`src/rtl/shift_xfer_ctrl_if.sv`:
```
// Handshake and serial-loop signals between a parallel producer/consumer and shift_xfer_ctrl.
// Latency: none, wires only; backpressure: start_ready/rx_ready carry it.
interface shift_xfer_ctrl_if #(
  parameter int WIDTH = 8
);
  logic             start_valid;
  logic             start_ready;
  logic [WIDTH-1:0] tx_data;
  logic             abort;
  logic             shift_ena;
  logic             sout;
  logic             sin;
  logic             busy;
  logic             rx_valid;
  logic             rx_ready;
  logic [WIDTH-1:0] rx_data;
  logic             aborted;

  modport master (
    output start_valid, tx_data, abort, sin, rx_ready,
    input  start_ready, shift_ena, sout, busy, rx_valid, rx_data, aborted
  );

  modport slave (
    input  start_valid, tx_data, abort, sin, rx_ready,
    output start_ready, shift_ena, sout, busy, rx_valid, rx_data, aborted
  );
endinterface

```
`src/rtl/shift_xfer_ctrl.sv`:
```
// Shifts a word MSB-first through an external serial loop and recaptures it; accept to rx_valid
// is WIDTH+LOOP_LAT+GAP_CYCLES+1 cycles; rx_data holds in DONE until rx_ready, start_ready only in IDLE.
module shift_xfer_ctrl #(
  parameter int WIDTH      = 8,
  parameter int LOOP_LAT   = 4,
  parameter int GAP_CYCLES = 2
) (
  input  logic             clk,
  input  logic             resetn,
  shift_xfer_ctrl_if.slave bus
);
  localparam int N  = WIDTH + LOOP_LAT;
  localparam int CW = $clog2(N + 1);
  localparam int GW = (GAP_CYCLES > 0) ? $clog2(GAP_CYCLES + 1) : 1;
  localparam logic [CW-1:0] CNT_LAST = CW'(N - 1);
  localparam logic [CW-1:0] RX_FIRST = CW'(LOOP_LAT);
  localparam logic [GW-1:0] GAP_LAST = GW'((GAP_CYCLES > 0) ? GAP_CYCLES - 1 : 0);

  typedef enum logic [1:0] {IDLE, SHIFT, GAP, DONE} state_t;

  state_t           r_state, w_state_nxt;
  logic [CW-1:0]    r_cnt, w_cnt;
  logic [GW-1:0]    r_gap_cnt, w_gap_cnt;
  logic [WIDTH-1:0] r_tx_sr, w_tx_sr;
  logic [WIDTH-1:0] r_rx_sr, w_rx_sr;
  logic [WIDTH-1:0] r_rx_data, w_rx_data;
  logic [WIDTH-1:0] w_rx_shift;
  logic             r_start_ready, r_shift_ena, r_sout, r_busy, r_rx_valid, r_aborted;
  logic             w_sout, w_aborted;

  assign w_rx_shift = (r_rx_sr << 1) | WIDTH'(bus.sin);

  always_comb begin
    w_state_nxt = r_state;
    w_cnt       = r_cnt;
    w_gap_cnt   = r_gap_cnt;
    w_tx_sr     = r_tx_sr;
    w_rx_sr     = r_rx_sr;
    w_rx_data   = r_rx_data;
    w_sout      = 1'b0;
    w_aborted   = 1'b0;
    case (r_state)
      IDLE: begin
        if (bus.start_valid && r_start_ready) begin
          w_state_nxt = SHIFT;
          w_cnt       = '0;
          w_tx_sr     = bus.tx_data << 1;
          w_rx_sr     = '0;
          w_sout      = bus.tx_data[WIDTH-1];
        end
      end
      SHIFT: begin
        w_cnt   = r_cnt + 1'b1;
        w_tx_sr = r_tx_sr << 1;
        w_sout  = r_tx_sr[WIDTH-1];
        // The returned stream only carries our bits once the loop latency has elapsed.
        if (r_cnt >= RX_FIRST) w_rx_sr = w_rx_shift;
        if (r_cnt == CNT_LAST) begin
          w_sout      = 1'b0;
          w_gap_cnt   = '0;
          w_state_nxt = (GAP_CYCLES > 0) ? GAP : DONE;
        end
      end
      GAP: begin
        w_gap_cnt = r_gap_cnt + 1'b1;
        if (r_gap_cnt == GAP_LAST) w_state_nxt = DONE;
      end
      DONE: begin
        if (bus.rx_ready) w_state_nxt = IDLE;
      end
      default: w_state_nxt = IDLE;
    endcase
    if (r_state != IDLE && bus.abort) begin
      w_state_nxt = IDLE;
      w_aborted   = 1'b1;
      w_sout      = 1'b0;
    end
    if (w_state_nxt == DONE && r_state != DONE) w_rx_data = w_rx_sr;
  end

  always_ff @(posedge clk or negedge resetn) begin
    if (!resetn) begin
      r_state       <= IDLE;
      r_cnt         <= '0;
      r_gap_cnt     <= '0;
      r_tx_sr       <= '0;
      r_rx_sr       <= '0;
      r_rx_data     <= '0;
      r_start_ready <= 1'b0;
      r_shift_ena   <= 1'b0;
      r_sout        <= 1'b0;
      r_busy        <= 1'b0;
      r_rx_valid    <= 1'b0;
      r_aborted     <= 1'b0;
    end else begin
      r_state       <= w_state_nxt;
      r_cnt         <= w_cnt;
      r_gap_cnt     <= w_gap_cnt;
      r_tx_sr       <= w_tx_sr;
      r_rx_sr       <= w_rx_sr;
      r_rx_data     <= w_rx_data;
      r_start_ready <= (w_state_nxt == IDLE);
      r_shift_ena   <= (w_state_nxt == SHIFT);
      r_sout        <= w_sout;
      r_busy        <= (w_state_nxt != IDLE);
      r_rx_valid    <= (w_state_nxt == DONE);
      r_aborted     <= w_aborted;
    end
  end

  assign bus.start_ready = r_start_ready;
  assign bus.shift_ena   = r_shift_ena;
  assign bus.sout        = r_sout;
  assign bus.busy        = r_busy;
  assign bus.rx_valid    = r_rx_valid;
  assign bus.rx_data     = r_rx_data;
  assign bus.aborted     = r_aborted;
endmodule

```
`src/flat_wrapper.sv`:
```
// flat-port wrapper written by rule: the top's interface ports become plain ports
module shift_xfer_ctrl_flat 
#(
  parameter int WIDTH      = 8,
  parameter int LOOP_LAT   = 4,
  parameter int GAP_CYCLES = 2
)
  (clk, resetn, bus_start_valid, bus_tx_data, bus_abort, bus_sin, bus_rx_ready, bus_start_ready, bus_shift_ena, bus_sout, bus_busy, bus_rx_valid, bus_rx_data, bus_aborted);
  shift_xfer_ctrl_if #(.WIDTH(WIDTH)) bus_i ();
  input  logic clk;
  input  logic resetn;
  input wire logic [$bits(bus_i.start_valid)-1:0] bus_start_valid;
  input wire logic [$bits(bus_i.tx_data)-1:0] bus_tx_data;
  input wire logic [$bits(bus_i.abort)-1:0] bus_abort;
  input wire logic [$bits(bus_i.sin)-1:0] bus_sin;
  input wire logic [$bits(bus_i.rx_ready)-1:0] bus_rx_ready;
  output wire logic [$bits(bus_i.start_ready)-1:0] bus_start_ready;
  output wire logic [$bits(bus_i.shift_ena)-1:0] bus_shift_ena;
  output wire logic [$bits(bus_i.sout)-1:0] bus_sout;
  output wire logic [$bits(bus_i.busy)-1:0] bus_busy;
  output wire logic [$bits(bus_i.rx_valid)-1:0] bus_rx_valid;
  output wire logic [$bits(bus_i.rx_data)-1:0] bus_rx_data;
  output wire logic [$bits(bus_i.aborted)-1:0] bus_aborted;
  assign bus_i.start_valid = bus_start_valid;
  assign bus_i.tx_data = bus_tx_data;
  assign bus_i.abort = bus_abort;
  assign bus_i.sin = bus_sin;
  assign bus_i.rx_ready = bus_rx_ready;
  assign bus_start_ready = bus_i.start_ready;
  assign bus_shift_ena = bus_i.shift_ena;
  assign bus_sout = bus_i.sout;
  assign bus_busy = bus_i.busy;
  assign bus_rx_valid = bus_i.rx_valid;
  assign bus_rx_data = bus_i.rx_data;
  assign bus_aborted = bus_i.aborted;
  shift_xfer_ctrl #(.WIDTH(WIDTH), .LOOP_LAT(LOOP_LAT), .GAP_CYCLES(GAP_CYCLES)) u_core (.clk(clk), .resetn(resetn), .bus(bus_i));
endmodule
```
`config.mk`:
```
export PLATFORM = sky130hd
export DESIGN_NAME = shift_xfer_ctrl_flat
export DESIGN_NICKNAME = d
export VERILOG_FILES = /design/src/rtl/shift_xfer_ctrl_if.sv /design/src/rtl/shift_xfer_ctrl.sv /design/src/flat_wrapper.sv
export SDC_FILE = /design/constraint.sdc
export NUM_CORES = 1
export LEC_CHECK = 0
export BUFFER_PORTS_ARGS = -buffer_cell sky130_fd_sc_hd__clkbuf_2
export CORE_MARGIN = 3
export CORE_UTILIZATION = 30
export DETAILED_ROUTE_END_ITERATION = 8
export PLACE_DENSITY = 0.59
export SYNTH_ARGS = -nofsm -noshare
export SYNTH_HDL_FRONTEND = slang
export SYNTH_SLANG_ARGS = --single-unit
```
`constraint.sdc`:
```
create_clock -name clk -period 1.4 [get_ports clk]
set_clock_uncertainty 0.05 [all_clocks]
set_input_delay 0.28 -clock clk [delete_from_list [all_inputs] [get_ports clk]]
set_output_delay 0.28 -clock clk [all_outputs]
set_load 0.05 [all_outputs]
```
# Word level (Yosys, flattened, before mapping)
# Cells that the tools add are included.
[word_totals] regBits=38 wordCells=57 in_bits=14
[op_classes] bitwise_logic=1 n_eq_ne=10 mux=20 reduce_logical=11 n_lt_le_gt_ge=1 add_sub_neg=2
[ops] op="$pmux 8 s2" n=2
[ops] op="$mux 8" n=3
[ops] op="$mux 2" n=6
[ops] op="$or 8x1->8" n=1
[ops] op="$pmux 2 s4" n=1
[ops] op="$pmux 4 s2" n=1
[ops] op="$reduce_bool 2->1" n=4
[ops] op="$eq 2x1->1 const B" n=3
[ops] op="$eq 2x2->1 const B" n=3
[ops] op="$add 4x1->4 const B" n=1
[ops] op="$eq 4x4->1 const B" n=1
[ops] op="$ge 4x3->1 const B" n=1
[ops] op="$logic_not 2->1" n=2
[ops] op="$mux 1" n=4
[ops] op="$mux 4" n=1
[ops] op="$ne 2x1->1 const B" n=2
[ops] op="$pmux 2 s2" n=1
[ops] op="$reduce_and 2->1" n=2
[ops] op="$logic_and 1x1->1" n=3
[ops] op="$add 2x1->2 const B" n=1
[ops] op="$ne 2x2->1 const B" n=1
[ops] op="$pmux 1 s2" n=1

# Longest topological paths before layout
[depth] word_depth=6 depth_mapped=5 mapped_depth_nobuf=5

# Worst setup path after synthesis
# OpenSTA, ideal clock, no wires.
[synth_timing] path_type="flip-flop to flip-flop" from="reg u_core.r_start_ready, in the netlist u_core.bus.start_ready" to="reg u_core.r_rx_sr[7]" required_ns=1.229 arrival_ns=1.416 setup_ns=0.121 path_slack_ns=-0.187 path_stages_with_launch=4 path_cell_list="dfrtp_1 -> a21oi_1 -> a211o_1 -> a22o_1"
[synth_between] elab_chain_cells=3
[synth_lines] element="start, declared" line="shift_xfer_ctrl.sv:28" source="logic r_start_ready, r_shift_ena, r_sout, r_busy, r_rx_valid, r_aborted;"
[synth_lines] element="start signal, assigned" line="shift_xfer_ctrl.sv:102" source="r_start_ready <= (w_state_nxt == IDLE);"
[synth_lines] element="$logic_and 1x1->1" line="shift_xfer_ctrl.sv:44" source="if (bus.start_valid && r_start_ready) begin"
[synth_lines] element="$mux 8" line="shift_xfer_ctrl.sv:44"
[synth_lines] element="$pmux 8 s2" line="shift_xfer_ctrl.sv:42" source="case (r_state)"
[synth_lines] element="via u_core.w_rx_sr[7]" line="shift_xfer_ctrl.sv:25" source="logic [WIDTH-1:0] r_rx_sr, w_rx_sr;"
[synth_lines] element="end signal, assigned" line="shift_xfer_ctrl.sv:100" source="r_rx_sr <= w_rx_sr;"
[synth_lines] element="end, declared" line="shift_xfer_ctrl.sv:25"
# The timed path passes the listed nets, and every way through them passes these cells.
# A chain may end at the register's enable or synchronous reset.

# Worst setup path after layout
[layout_timing] from="reg u_core.r_gap_cnt[1]" to="reg u_core.r_rx_data[0], in the netlist u_core.bus.rx_data[0]"
[layout_between] elab_chain_cells=6
[layout_lines] element="start, declared" line="shift_xfer_ctrl.sv:23" source="logic [GW-1:0] r_gap_cnt, w_gap_cnt;"
[layout_lines] element="start signal, assigned" line="shift_xfer_ctrl.sv:98" source="r_gap_cnt <= w_gap_cnt;"
[layout_lines] element="$eq 2x1->1" line="shift_xfer_ctrl.sv:66" source="if (r_gap_cnt == GAP_LAST) w_state_nxt = DONE;"
[layout_lines] element="$mux 2" line="shift_xfer_ctrl.sv:66"
[layout_lines] element="$pmux 2 s4" line="shift_xfer_ctrl.sv:42"
[layout_lines] element="$mux 2" line="shift_xfer_ctrl.sv:73" source="if (r_state != IDLE && bus.abort) begin"
[layout_lines] element="$eq 2x2->1" line="shift_xfer_ctrl.sv:78" source="if (w_state_nxt == DONE && r_state != DONE) w_rx_data = w_rx_sr;"
[layout_lines] element="$logic_and 1x1->1" line="shift_xfer_ctrl.sv:78"
[layout_lines] element="end signal, assigned" line="shift_xfer_ctrl.sv:101" source="r_rx_data <= w_rx_data;"
[layout_lines] element="end, declared" line="shift_xfer_ctrl.sv:26" source="logic [WIDTH-1:0] r_rx_data, w_rx_data;"
# No other way between the ends.

==> results_dict.tcl <==
set metrics [dict create \
    nets 201 \
    setup_violations 8 \
    timing.hold.ws_ns 0.173 \
    yosys_warnings 0 \
    drive_above_1_share_pct 38.7 \
    wire_per_inst_um 12.6 \
    fin_total_pwr_uw 3880 \
    synth.most_common_cell "dfrtp_1" \
    syn_to_final_growth_pct 30.4 \
    final_antenna_net_count 0 \
    fin_crit_sh_pct 101 \
    status "finished with violations" \
    dr.pass1.iters 4 \
    critPathLaunch "u_core.r_gap_cnt[1]$_DFFE_PN0P_" \
    r2r-start "u_core.r_gap_cnt[1]$_DFFE_PN0P_" \
    hold_class "primary input to register" \
    relSlewSlack_pct 81.0 \
    rsz0062_at_grt "true" \
    synth_top_area_share_pct 55.9 \
    path_max_fanout 8 \
    cts_max_path_buffers 2 \
    synth-seq-cells 37 \
    post-route-min-period_ns 1.41 \
    async_flop_share_pct 100 \
    cts.sinks 37 \
    vdd_drop_max_v 0.00117 \
    setup_slack_ns -0.0127 \
    grt_pass1_wl_mm 5.69 \
    ios 28 \
    antennaDiodeCount 0 \
    netlist_area_sq_um 1660 \
    cts_tree "done" \
    drc 0 \
    grt_max_degree 38 \
    p_per_area_nw_per_um2 1800 \
    drtIter0Drc 61 \
    ys_top_cells_by_area "dfrtp_1 56%, mux2_4 7.3%, a22o_1 4.2%" \
    start_kind "register" \
    routed_wl_mm 3.24 \
    min-delay-start "bus_sin" \
    drv_cap 0 \
    leakagePower_uw 0.00106 \
    num_vias 1176 \
    antenna_found_initial 0 \
    die_h_um 80.3 \
    utilization_pct 41.3 \
    yosysSeqAreaShare_pct 55.9 \
    initial_core_util_pct 31.6 \
    endpoint_kind "register" \
    coreArea_sq_um 5240 \
    yosys-top-cells-count "37 x dfrtp_1, 13 x a21oi_1, 10 x nor2_1, 10 x o21ai_0" \
    grt_pass1_vias 1208 \
    viasPerCell 4.59 \
    cts_buffers 5 \
    slew_viol_final 0 \
    clk_transition_reported_paths_ns 0.08 \
    cp.arrival_ns 1.54 \
    synth_area_per_cell_sq_um 12.0 \
    place_congestion 0.739 \
    clock.fmax_mhz 708 \
    ys_types 36 \
    synth_edf_count 0 \
    crit_required_ns 1.53 \
    clk_latency_ns 0.29 \
    pre_cts_slack_ns -0.00845 \
    grt_use_total_pct 11.7 \
    cts-root-buf "clkbuf_8" \
    fp.dieW_um 80.3 \
    yosysTopAreaCell "dfrtp_1" \
    cts_setup_buffers 0 \
    crit_type "register to register" \
    dieArea_sq_um 6450 \
    dp_hpwl_mm 2.36 \
    syn_nets 154 \
    fill_cells 509 \
    overflow 0 \
    portBuffers 27 \
    worstMarginPinSlew_ns 0.287 \
    netlist_instances 138 \
    violations "negative setup slack" \
    h-tree-depth 2 \
    finalHoldViolations 0 \
    row_count 26 \
    synthFlopType "dfrtp_1" \
]
-- state kept, by name (all words and copies together), names as in the netlist --
register / cells
u_core.bus.shift_ena: 1
u_core.r_state: 2
u_core.r_cnt: 4
u_core.r_rx_sr: 8
u_core.bus.sout: 1
u_core.r_gap_cnt: 2
u_core.bus.rx_data: 8
u_core.bus.start_ready: 1
u_core.r_tx_sr: 7
u_core.bus.aborted: 1
u_core.bus.rx_valid: 1
u_core.bus.busy: 1
-- kinds of logic after synthesis --
group	Yosys count	share of synthesized area [%]
adder cells (fa/ha/maj)	2	1.51
AO/OA/AOI/OAI	40	15.3
flip-flops	37	55.9
multiplexers	15	11.5
AND/OR/NAND/NOR	33	12.1
buffers and inverters	11	3.70
-- final cells by class --
class	count	area, sq um	share of cell area (%)
Inverter	4	15.0	0.695
Sequential cell	37	927	42.9
Multi-Input combinational cell	90	687	31.8
Clock inverter	2	37.5	1.74
Clock buffer	6	82.6	3.82
Timing Repair Buffer	47	324	15.0
Tap cell	70	87.6	4.05
-- worst paths after layout --
path | to | slack (ns) | depth (start not counted)
setup / recovery | u_core.bus.rx_data[0]$_DFFE_PN0P_ | -0.01 | 5
hold / removal | u_core.r_rx_sr[0]$_DFF_PN0_ | 0.17 | 2
setup reg to reg | u_core.bus.rx_data[0]$_DFFE_PN0P_ | -0.01 | 5
hold reg to reg | u_core.r_rx_sr[7]$_DFF_PN0_ | 0.45 | 1
max in group asynchronous | u_core.bus.start_ready$_DFF_PN0_ | 0.65 | 3
min in group asynchronous | u_core.r_rx_sr[1]$_DFF_PN0_ | 0.43 | 3
-- critical path, cell delays in order, from the launching register on --
cell	delay (ns)
dfrtp_1	0.38
inv_1	0.07
ha_2	0.17
and3b_2	0.20
buf_12	0.13
mux2_4	0.29
-- per-layer routing --
layer / vias up / global-route usage (%) / part of all wire [%]
met5: - / 0 / 0
met4: 0 / 5.57 / 2.0
met3: 7 / 3.59 / 4.4
met2: 24 / 16.7 / 44
met1: 548 / 15.9 / 50
li1: 597 / - / -
-- power by group --
| group | internal, uW | switching [uW] | total, uW |
|---|---|---|---|
| Clock | 579 | 379 | 958 |
| Combinational | 582 | 842 | 1420 |
| Sequential | 1320 | 180 | 1500 |
| Total | 2480 | 1400 | 3880 |
-- through the flow --
stage,setup TNS (ns),instance area (sq um),std cells
after floorplan,0,1660,138
final,-0.0411,2160,256
after CTS,-0.0147,2140,256
after global placement,0,2000,247
after global routing,-0.551,2160,256
after detailed placement,-0.0334,2000,247
-- repair_timing --
| action | CTS | global route |
|---|---|---|
| hold buffers | 1 | 0 |
| pin swaps | 1 | 1 |
| endpoints found under the setup margin | 8 | 24 |
| resized for setup | 2 | 7 |
| hold endpoints to repair | 37 | 0 |
-- cell usage in the layout (no fill, tap or decap), types with 2 or more instances in the layout --
cell type,count
clkbuf_2,27
o21ai_0,10
nand3_1,3
ha_2,2
clkbuf_8,6
inv_1,4
nand3b_1,3
a22o_1,8
buf_12,2
nand2_1,2
buf_4,14
dfrtp_1,36
a21oi_1,12
and4b_1,2
mux2i_1,7
buf_6,3
o21a_1,2
nor2_1,10
mux2_4,8
a221oi_1,2
No activity file was read; power rests on OpenSTA's default activity.
